`config.mk`:
```
export PLATFORM = sky130hd
export DESIGN_NAME = c2c_r_arbiter_flat
export DESIGN_NICKNAME = d
export VERILOG_FILES = /design/src/rtl/c2c_r_arbiter_if.sv /design/src/rtl/c2c_r_arbiter.sv /design/src/flat_wrapper.sv
export SDC_FILE = /design/constraint.sdc
export NUM_CORES = 1
export LEC_CHECK = 0
export ABC_AREA = 1
export CAP_MARGIN = 20
export CORE_ASPECT_RATIO = 1.2
export CORE_MARGIN = 10
export CORE_UTILIZATION = 35
export CTS_CLUSTER_SIZE = 16
export DETAILED_ROUTE_END_ITERATION = 16
export PLACE_DENSITY = 0.78
export SKIP_LAST_GASP = 1
export SYNTH_ARGS = -nofsm -noshare
export SYNTH_HDL_FRONTEND = slang
export SYNTH_SLANG_ARGS = --single-unit
```
`constraint.sdc`:
```
create_clock -name clk -period 3 [get_ports clk]
set_input_delay 0.45 -clock clk [delete_from_list [all_inputs] [get_ports clk]]
set_output_delay 0.45 -clock clk [all_outputs]
set_load 0.005 [all_outputs]
```
`src/rtl/c2c_r_arbiter_if.sv`:
```
// Read-channel bundle shared by the requesting masters, the arbiter and the slave port.
// The master modport is the environment's view; the slave modport is the arbiter's view.
interface c2c_r_arbiter_if #(
  parameter int XLEN      = 32,
  parameter int N_MASTERS = 2
);
  logic [N_MASTERS-1:0]      m_re;
  logic [N_MASTERS*XLEN-1:0] m_addr;
  logic [N_MASTERS-1:0]      m_ack;
  logic [N_MASTERS-1:0]      m_err;
  logic [XLEN-1:0]           m_data;
  logic                      s_re;
  logic [XLEN-1:0]           s_addr;
  logic                      s_ack;
  logic [XLEN-1:0]           s_data;

  modport master (
    output m_re, m_addr, s_ack, s_data,
    input  m_ack, m_err, m_data, s_re, s_addr
  );

  modport slave (
    input  m_re, m_addr, s_ack, s_data,
    output m_ack, m_err, m_data, s_re, s_addr
  );
endinterface

```
`src/rtl/c2c_r_arbiter.sv`:
```
// N-way read arbiter: one outstanding request forwarded to a single slave port,
// round-robin or fixed priority, with a watchdog that aborts unanswered requests.
module c2c_r_arbiter #(
  parameter int XLEN        = 32,
  parameter int N_MASTERS   = 2,
  parameter int ROUND_ROBIN = 1,
  parameter int TIMEOUT     = 255
) (
  input  logic           clk,
  input  logic           reset_n,
  c2c_r_arbiter_if.slave bus
);
  localparam int GW = $clog2(N_MASTERS);
  localparam int CW = (TIMEOUT == 0) ? 1 : $clog2(TIMEOUT + 1);
  localparam logic [CW-1:0] CNT_MAX   = (TIMEOUT == 0) ? {CW{1'b1}} : CW'(TIMEOUT);
  localparam logic [CW-1:0] CNT_ABORT = (TIMEOUT == 0) ? '0 : CW'(TIMEOUT - 1);
  localparam logic [GW-1:0] LAST_RST  = GW'(N_MASTERS - 1);

  typedef enum logic {IDLE, BUSY} state_t;

  state_t               r_state, w_nextState;
  logic [XLEN-1:0]      r_sAddr, w_nextAddr, w_winAddr;
  logic [GW-1:0]        r_grant, w_nextGrant;
  logic [GW-1:0]        r_last, w_nextLast;
  logic [GW-1:0]        w_winner, w_lowAny, w_lowAbove;
  logic                 w_hasAbove;
  logic [CW-1:0]        r_count, w_nextCount;
  logic                 w_timeout;
  logic [N_MASTERS-1:0] w_grantOh;

  // Descending scan leaves the lowest requester overall and the lowest one above
  // the last grant; round-robin prefers the latter, which is the wrap-around scan.
  always_comb begin
    w_lowAny   = '0;
    w_lowAbove = '0;
    w_hasAbove = 1'b0;
    for (int i = N_MASTERS - 1; i >= 0; i--) begin
      if (bus.m_re[i]) begin
        w_lowAny = GW'(i);
        if (GW'(i) > r_last) begin
          w_lowAbove = GW'(i);
          w_hasAbove = 1'b1;
        end
      end
    end
    w_winner = ((ROUND_ROBIN != 0) && w_hasAbove) ? w_lowAbove : w_lowAny;
  end

  always_comb begin
    w_winAddr = '0;
    for (int i = 0; i < N_MASTERS; i++) begin
      if (w_winner == GW'(i)) begin
        w_winAddr = bus.m_addr[i*XLEN +: XLEN];
      end
    end
  end

  assign w_grantOh = {{(N_MASTERS-1){1'b0}}, 1'b1} << r_grant;
  assign w_timeout = (TIMEOUT != 0) && (r_count == CNT_ABORT);

  always_ff @(posedge clk or negedge reset_n) begin
    if (!reset_n) begin
      r_state <= IDLE;
      r_sAddr <= '0;
      r_grant <= '0;
      r_last  <= LAST_RST;
      r_count <= '0;
    end else begin
      r_state <= w_nextState;
      r_sAddr <= w_nextAddr;
      r_grant <= w_nextGrant;
      r_last  <= w_nextLast;
      r_count <= w_nextCount;
    end
  end

  // An ack in the abort cycle wins over the watchdog.
  always_comb begin
    w_nextState = r_state;
    w_nextAddr  = r_sAddr;
    w_nextGrant = r_grant;
    w_nextLast  = r_last;
    w_nextCount = r_count;
    bus.m_ack   = '0;
    bus.m_err   = '0;
    case (r_state)
      IDLE: begin
        if (|bus.m_re) begin
          w_nextState = BUSY;
          w_nextAddr  = w_winAddr;
          w_nextGrant = w_winner;
          w_nextCount = '0;
          if (ROUND_ROBIN != 0) begin
            w_nextLast = w_winner;
          end
        end
      end
      BUSY: begin
        if (bus.s_ack) begin
          bus.m_ack   = w_grantOh;
          w_nextState = IDLE;
        end else if (w_timeout) begin
          bus.m_err   = w_grantOh;
          w_nextState = IDLE;
        end else if (r_count != CNT_MAX) begin
          w_nextCount = r_count + 1'b1;
        end
      end
      default: w_nextState = IDLE;
    endcase
  end

  assign bus.s_re   = (r_state == BUSY);
  assign bus.s_addr = r_sAddr;
  assign bus.m_data = bus.s_data;
endmodule

```
`src/flat_wrapper.sv`:
```
// flat-port wrapper written by rule: the top's interface ports become plain ports
module c2c_r_arbiter_flat 
#(
  parameter int XLEN        = 32,
  parameter int N_MASTERS   = 2,
  parameter int ROUND_ROBIN = 1,
  parameter int TIMEOUT     = 255
)
  (clk, reset_n, bus_m_re, bus_m_addr, bus_s_ack, bus_s_data, bus_m_ack, bus_m_err, bus_m_data, bus_s_re, bus_s_addr);
  c2c_r_arbiter_if #(.XLEN(XLEN), .N_MASTERS(N_MASTERS)) bus_i ();
  input  logic clk;
  input  logic reset_n;
  input wire logic [$bits(bus_i.m_re)-1:0] bus_m_re;
  input wire logic [$bits(bus_i.m_addr)-1:0] bus_m_addr;
  input wire logic [$bits(bus_i.s_ack)-1:0] bus_s_ack;
  input wire logic [$bits(bus_i.s_data)-1:0] bus_s_data;
  output wire logic [$bits(bus_i.m_ack)-1:0] bus_m_ack;
  output wire logic [$bits(bus_i.m_err)-1:0] bus_m_err;
  output wire logic [$bits(bus_i.m_data)-1:0] bus_m_data;
  output wire logic [$bits(bus_i.s_re)-1:0] bus_s_re;
  output wire logic [$bits(bus_i.s_addr)-1:0] bus_s_addr;
  assign bus_i.m_re = bus_m_re;
  assign bus_i.m_addr = bus_m_addr;
  assign bus_i.s_ack = bus_s_ack;
  assign bus_i.s_data = bus_s_data;
  assign bus_m_ack = bus_i.m_ack;
  assign bus_m_err = bus_i.m_err;
  assign bus_m_data = bus_i.m_data;
  assign bus_s_re = bus_i.s_re;
  assign bus_s_addr = bus_i.s_addr;
  c2c_r_arbiter #(.XLEN(XLEN), .N_MASTERS(N_MASTERS), .ROUND_ROBIN(ROUND_ROBIN), .TIMEOUT(TIMEOUT)) u_core (.clk(clk), .reset_n(reset_n), .bus(bus_i));
endmodule
```
==> out/metrics.cfg, run 1 <==
[synth]
synth_seq_cells = 43
ys_seq_area_share_pct = 44.6
ys_types = 24
synth_area_per_cell_um2 = 7.84
synthCells = 308
mappedNetlistArea_um2 = 2420
synth_nets = 411
yosysWarnings = 0

[setup_path]
rrSetupSlack_ps = 1480
cp.required_ps = 2550
crit_type = flip-flop to output pin
worstPathMaxFanout = 5
cpMostUsedCell = inv_1
startpoint_type = flip-flop
reg2regPathDepth = 5
cpMaxStageDelayCell = clkdlybuf4s50_1
cp_slowest_stage_delay_ps = 550
crit_chain = inv_1 > ha_1 > inv_1 > nor2_1 > nand2_1 > nor4_1 > clkdlybuf4s50_1
crit_family = buffers and inverters
cp_data_arrival_time_ps = 1890
cp-end-kind = output pin
timing.rr.start = u_core.bus.s_re
critPathBufInv = 3
r2r-end = u_core.bus.s_addr[2]
crit_start = u_core.r_count[0]

[clock_tree]
cts_max_path_buffers = 2
clk_pin_slew_ps = 80
hold_buffers = 0
cts_buffers = 5
clock_latency_ps = 290
cts.sinks = 43
cts_root_buffer = clkbuf_8
postCtsSetupBuffers = 0
post_cts_resized = 0
cts_tree = yes
h-tree-depth = 2

[floorplan]
die_h_um = 111
row_count = 33
initial_core_util_pct = 35.7
dieArea_um2 = 10600
die_w_um = 95.8
ios = 170
core_area_um2 = 6770

[timing]
finalHoldViolations = 0
post-route-period-util_pct = 78.2
skew_ps = 5.97
setup_viol = 0
hold_slack_ps = 301
fin_setup_tns_ps = 0
rsz0062_at_grt = false
setup_ws_ps = 655
drv_slew = 0
slew-limit-headroom_pct = 35.8
tightest_slew_ps = 962
fmaxAchievable_mhz = 426
fin_crit_ps = 2340

[global_routing]
grt_max_degree = 44
grt_pass1_wl_um = 10700
antenna_found_initial = 1
grt-ovfl-total = 0
first_global_vias = 2157
grt_use_total_pct = 12.6

[flow_run]
drv_cap = 0

[power]
ir_drop_mv = 0.299
p_leak_nw = 1.42
design_power_total_w = 0.00265
powerDensity_nw_per_um2 = 792

[place]
gp_congestion = 0.854
dp.cells = 457
dpl.hpwl_um = 5190
portBuffers = 105
pre_cts_ws_ps = 829

[final_layout]
antenna_cells = 0
syn2layout_area_growth_pct = 38.2
fin_nets = 480
finalNonFillerCells = 465
drive_gt1_share_pct = 6.35

[detailed_routing]
wl_um = 6760
firstDrtPassIters = 4
post_drt_wl_per_cell_um = 14.5
via_count = 2200
drt-vias-per-instance = 4.73
ant_nets = 0
drc_errors = 0
drt_iter0_drc = 97

[status]
outcome = complete, no violations

[hold_path]
hold_class = input pin to async pin

[kinds of logic after synthesis]
kind of cell	after synthesis	share of synthesized area, %
AOI/OAI and AO/OA	72	15.6
adders and majority gates	2	1.04
buffers and inverters	55	15.4
DFF	43	44.6
and+or+nand+nor	136	23.4
[cell usage after synthesis (all sizes together)]
cell	instances	share of area, %
ha	2	1.0
nand2	74	13
nor2	49	7.8
o21ai	67	14
dfstp	1	1.1
o21bai	1	0.31
dfrtp	42	44
clkbuf	1	0.21
nand3	10	2.1
buf	44	13
a21oi	3	0.62
a21boi	1	0.31
nor4	2	0.52
inv	10	1.8
nor3	1	0.21
[registers in the layout, summed over array words and instances (netlist names)]
signal / flops
u_core.r_count: 8
u_core.bus.s_re: 1
u_core.r_grant: 1
u_core.r_last: 1
u_core.bus.s_addr: 32
[report_power, final]
part / leakage (nW) / total [W] / internal, W / switching (W)
combinational: 0.846 / 0.00128 / 0.000678 / 0.000601
sequential: 0.531 / 0.00101 / 0.000840 / 0.000170
clock: 0.0477 / 0.000357 / 0.000160 / 0.000197
total: 1.42 / 0.00265 / 0.00168 / 0.000968
[layout by cell type, fill, tap and decap left out]
| cell | instances |
|---|---|
| nand3_1 | 10 |
| o21bai_1 | 1 |
| ha_1 | 2 |
| nand2_4 | 3 |
| buf_4 | 2 |
| clkinv_2 | 3 |
| a21oi_1 | 3 |
| nor2_2 | 2 |
| nor3_1 | 1 |
| inv_1 | 7 |
| nor2_1 | 47 |
| dfstp_2 | 1 |
| nor4_1 | 2 |
| inv_2 | 1 |
| o21ai_0 | 29 |
| a21boi_0 | 1 |
| clkdlybuf4s50_1 | 104 |
| nand2_1 | 68 |
| clkbuf_8 | 5 |
| inv_4 | 2 |
| buf_2 | 1 |
| o21ai_1 | 37 |
| dfrtp_1 | 42 |
| nand2_2 | 3 |
| o21ai_4 | 1 |
[cell type report]
class | instances | area (µm²)
repair buffers | 107 | 1060
well taps | 87 | 109
multi-input cells | 210 | 966
clock buffers | 5 | 68.8
flip-flops and latches | 43 | 1080
fillers | 687 | 3430
inverters | 10 | 42.5
clock inverters | 3 | 15.0
[stage by stage]
stage                     cell area [µm²]  util (%)
after global placement               3260      48.1
final                                3340      49.3
after CTS                            3340      49.3
after global routing                 3340      49.3
after floorplan                      2420         -
after detailed placement             3260      48.1
[metal layers]
layer / GRT usage, % / part of all wire [%] / vias up
met5: 0 / 0.27 / -
met4: 4.73 / 1.3 / 2
met3: 3.86 / 6.5 / 12
met2: 21.7 / 52 / 68
met1: 14.1 / 40 / 1018
li1: - / - / 1100
[worst max path at each step]
stage | end | slack (ps) | cells after the start
floorplan | bus_m_err[0] | 1520 | 6
global placement | bus_m_ack[0] | 860 | 4
detailed placement | bus_m_ack[1] | 830 | 4
CTS | bus_m_err[1] | 620 | 7
global route | bus_m_err[1] | 540 | 7
finish | bus_m_err[1] | 660 | 7
No activity file was read; power rests on OpenSTA's default activity.
==> run 2, diff against run 1 <==
Clock period 3 ns to 2.3 ns, I/O delays scaled along.
==> run 2 against run 1 <==
Sequential power increased by 28%. Cell count grew 1.1%. Wire length increased by 2.2%. Register-to-register slack got worse by 590 ps. Via count is 0.73% higher. Design area is 2.4% higher. Clock skew is 3.7 ps higher. Critical path depth fell by 3. Clock-buffer cell count up 1. Worst setup slack worse by 300 ps. Sequential share of layout area shrank 0.74 points. Critical endpoint is now bus_m_ack[1].
==> out/metrics.cfg, run 2 (synthesis gave the netlist of run 1 again) <==
[final_layout]
fin_area_um2 = 3420  ; +2.4%
layout_commonest_cell = clkdlybuf4s50_1
largest_reg_flops = 32  ; unchanged
antenna_cells = 0  ; unchanged
fillers = 665  ; -3.2%
final_cell_mix = clkdlybuf4s50_1, nand2_1, nor2_1
fin_nets = 485  ; +1.0%
syn2layout_area_growth_pct = 41.5
drive_gt1_share_pct = 7.31  ; +0.96 points

[setup_path]
startpoint_type = input pin
r2r-end = u_core.bus.s_addr[30]
worstPathMaxFanout = 4  ; -1
cp_data_arrival_time_ps = 1600  ; -290 ps
cp.required_ps = 1960  ; -590 ps
timing.rr.start = u_core.r_last
reg2regPathDepth = 5  ; unchanged
rrSetupSlack_ps = 890  ; -590 ps
cp-end-kind = output pin
crit_type = input pin to output pin

[timing]
finalHoldViolations = 0  ; unchanged
slew-limit-headroom_pct = 66.5  ; +31 points
fin_crit_ps = 1940
setup_viol = 0  ; unchanged
post-route-period-util_pct = 84.5
fin_setup_tns_ps = 0  ; unchanged
rsz0062_at_grt = false
fmaxAchievable_mhz = 514
drv_slew = 0  ; unchanged
skew_ps = 9.66  ; +3.69 ps
tightest_slew_ps = 501  ; -461 ps

[place]
gp_congestion = 0.837  ; -1.9%
portBuffers = 105  ; unchanged
post_dp_cell_area_um2 = 3280  ; +0.69%
dpl.hpwl_um = 5390  ; +3.9%

[global_routing]
grt-ovfl-total = 0  ; unchanged
first_global_vias = 2203  ; +2.1%
antenna_found_initial = 1  ; unchanged
grt_use_total_pct = 12.7  ; +0.068 points
grt_max_degree = 34  ; -23%
grt_pass1_wl_um = 10800  ; +0.71%

[clock_tree]
cts_buffers = 5  ; unchanged
cts.sinks = 43  ; unchanged
clock_latency_ps = 290  ; about the same
h-tree-depth = 2  ; unchanged
cts_max_path_buffers = 2  ; unchanged
cts_root_buffer = clkbuf_8
clk_pin_slew_ps = 90  ; about the same
cts_tree = yes

[floorplan]
initial_core_util_pct = 35.7  ; unchanged
die_w_um = 95.8  ; unchanged
row_count = 33  ; unchanged
dieArea_um2 = 10600  ; unchanged
core_area_um2 = 6770  ; unchanged
die_h_um = 111  ; unchanged
ios = 170  ; unchanged

[detailed_routing]
wl_um = 6910  ; +2.2%
post_drt_wl_per_cell_um = 14.7  ; +1.1%
drc_errors = 0  ; unchanged
via_count = 2216  ; +0.73%
firstDrtPassIters = 4  ; unchanged
drt_iter0_drc = 58  ; -40%
drt-vias-per-instance = 4.71  ; -0.34%
ant_nets = 0  ; unchanged

[hold_path]
worstHoldStart = u_core.r_last
min_to = u_core.r_last
min_path_cells = 2
hold_class = flip-flop to flip-flop

[flow_run]
drv_cap = 0  ; unchanged

[power]
p_leak_nw = 1.50  ; +5.2%
ir_drop_mv = 0.498  ; +67%
powerDensity_nw_per_um2 = 1060  ; +34%

[status]
outcome = complete, no violations

==> run 2: cell count changes in the layout (fill, tap and decap cells not counted), sizes merged <==
cell,before,now
buf,3,7
clkdlybuf4s50,104,102
clkinv,3,1
dlymetal6s2s,0,2
bufinv,0,1
clkbuf,5,6
dlygate4sd3,0,1
==> run 2: worst max path at each step <==
stage                    to              start  cells past startpoint
2_1_floorplan  bus_m_err[0]  u_core.r_count[0]                      6
3_3_place_gp   bus_m_err[1]          bus_s_ack                      3
3_5_place_dp   bus_m_err[0]          bus_s_ack                      3
4_1_cts        bus_m_err[0]  u_core.r_count[0]                      7
5_1_grt        bus_m_ack[1]    u_core.bus.s_re                      4
6_report       bus_m_ack[1]          bus_s_ack                      4
==> run 2: power by group <==
group,switching (W),total [W],internal (W)
combinational,0.000815,0.00173,0.000917
clock,0.000260,0.000612,0.000352
sequential,0.000193,0.00129,0.00110
total,0.00127,0.00363,0.00236
==> run 2: worst max-delay path, stage by stage <==
cell and delay [ps]:
clkdlybuf4s50_1 520, nand2_1 100, nor2_1 110, clkdlybuf4s50_1 510
==> run 2: timing repair <==
| item | in CTS | in global routing |
|---|---|---|
| hold buffers | 1 | 0 |
| setup buffers | 0 | 1 |
| endpoints found under the hold margin | 18 | 0 |
| resized for setup | 0 | 2 |
| setup endpoints to repair | 0 | 2 |
==> run 2: layout make-up <==
type | instances | area [µm²] | area share, %
Sequential cell | 43 | 1080 | 31.5
Timing Repair Buffer | 112 | 1110 | 32.4
Inverter | 10 | 42.5 | 1.24
Tap cell | 87 | 109 | 3.18
Multi-Input combinational cell | 210 | 966 | 28.3
Clock buffer | 6 | 82.6 | 2.42
Clock inverter | 2 | 35.0 | 1.02
==> run 2: stage by stage <==
stage                     utilization (%)  setup slack, ps  power, W  instances  hold slack (ps)
after global placement               48.4              375   0.00302        460              305
after detailed placement             48.4              342   0.00306        460              310
after global routing                 50.5              278   0.00393        470              512
after CTS                            50.3             34.5   0.00368        469              479
final                                50.5              356   0.00363        470              474
after floorplan                         -              926   0.00217        308             49.4
==> run 2: per-layer routing <==
metal	share of wire [%]	routed length, µm	up-vias	GRT usage [%]
li1	-	-	1118	-
met1	40	2760	1000	13.5
met2	51	3530	82	22.1
met3	6.7	460	14	4.00
met4	2.0	135	2	5.42
met5	0.29	20	-	0
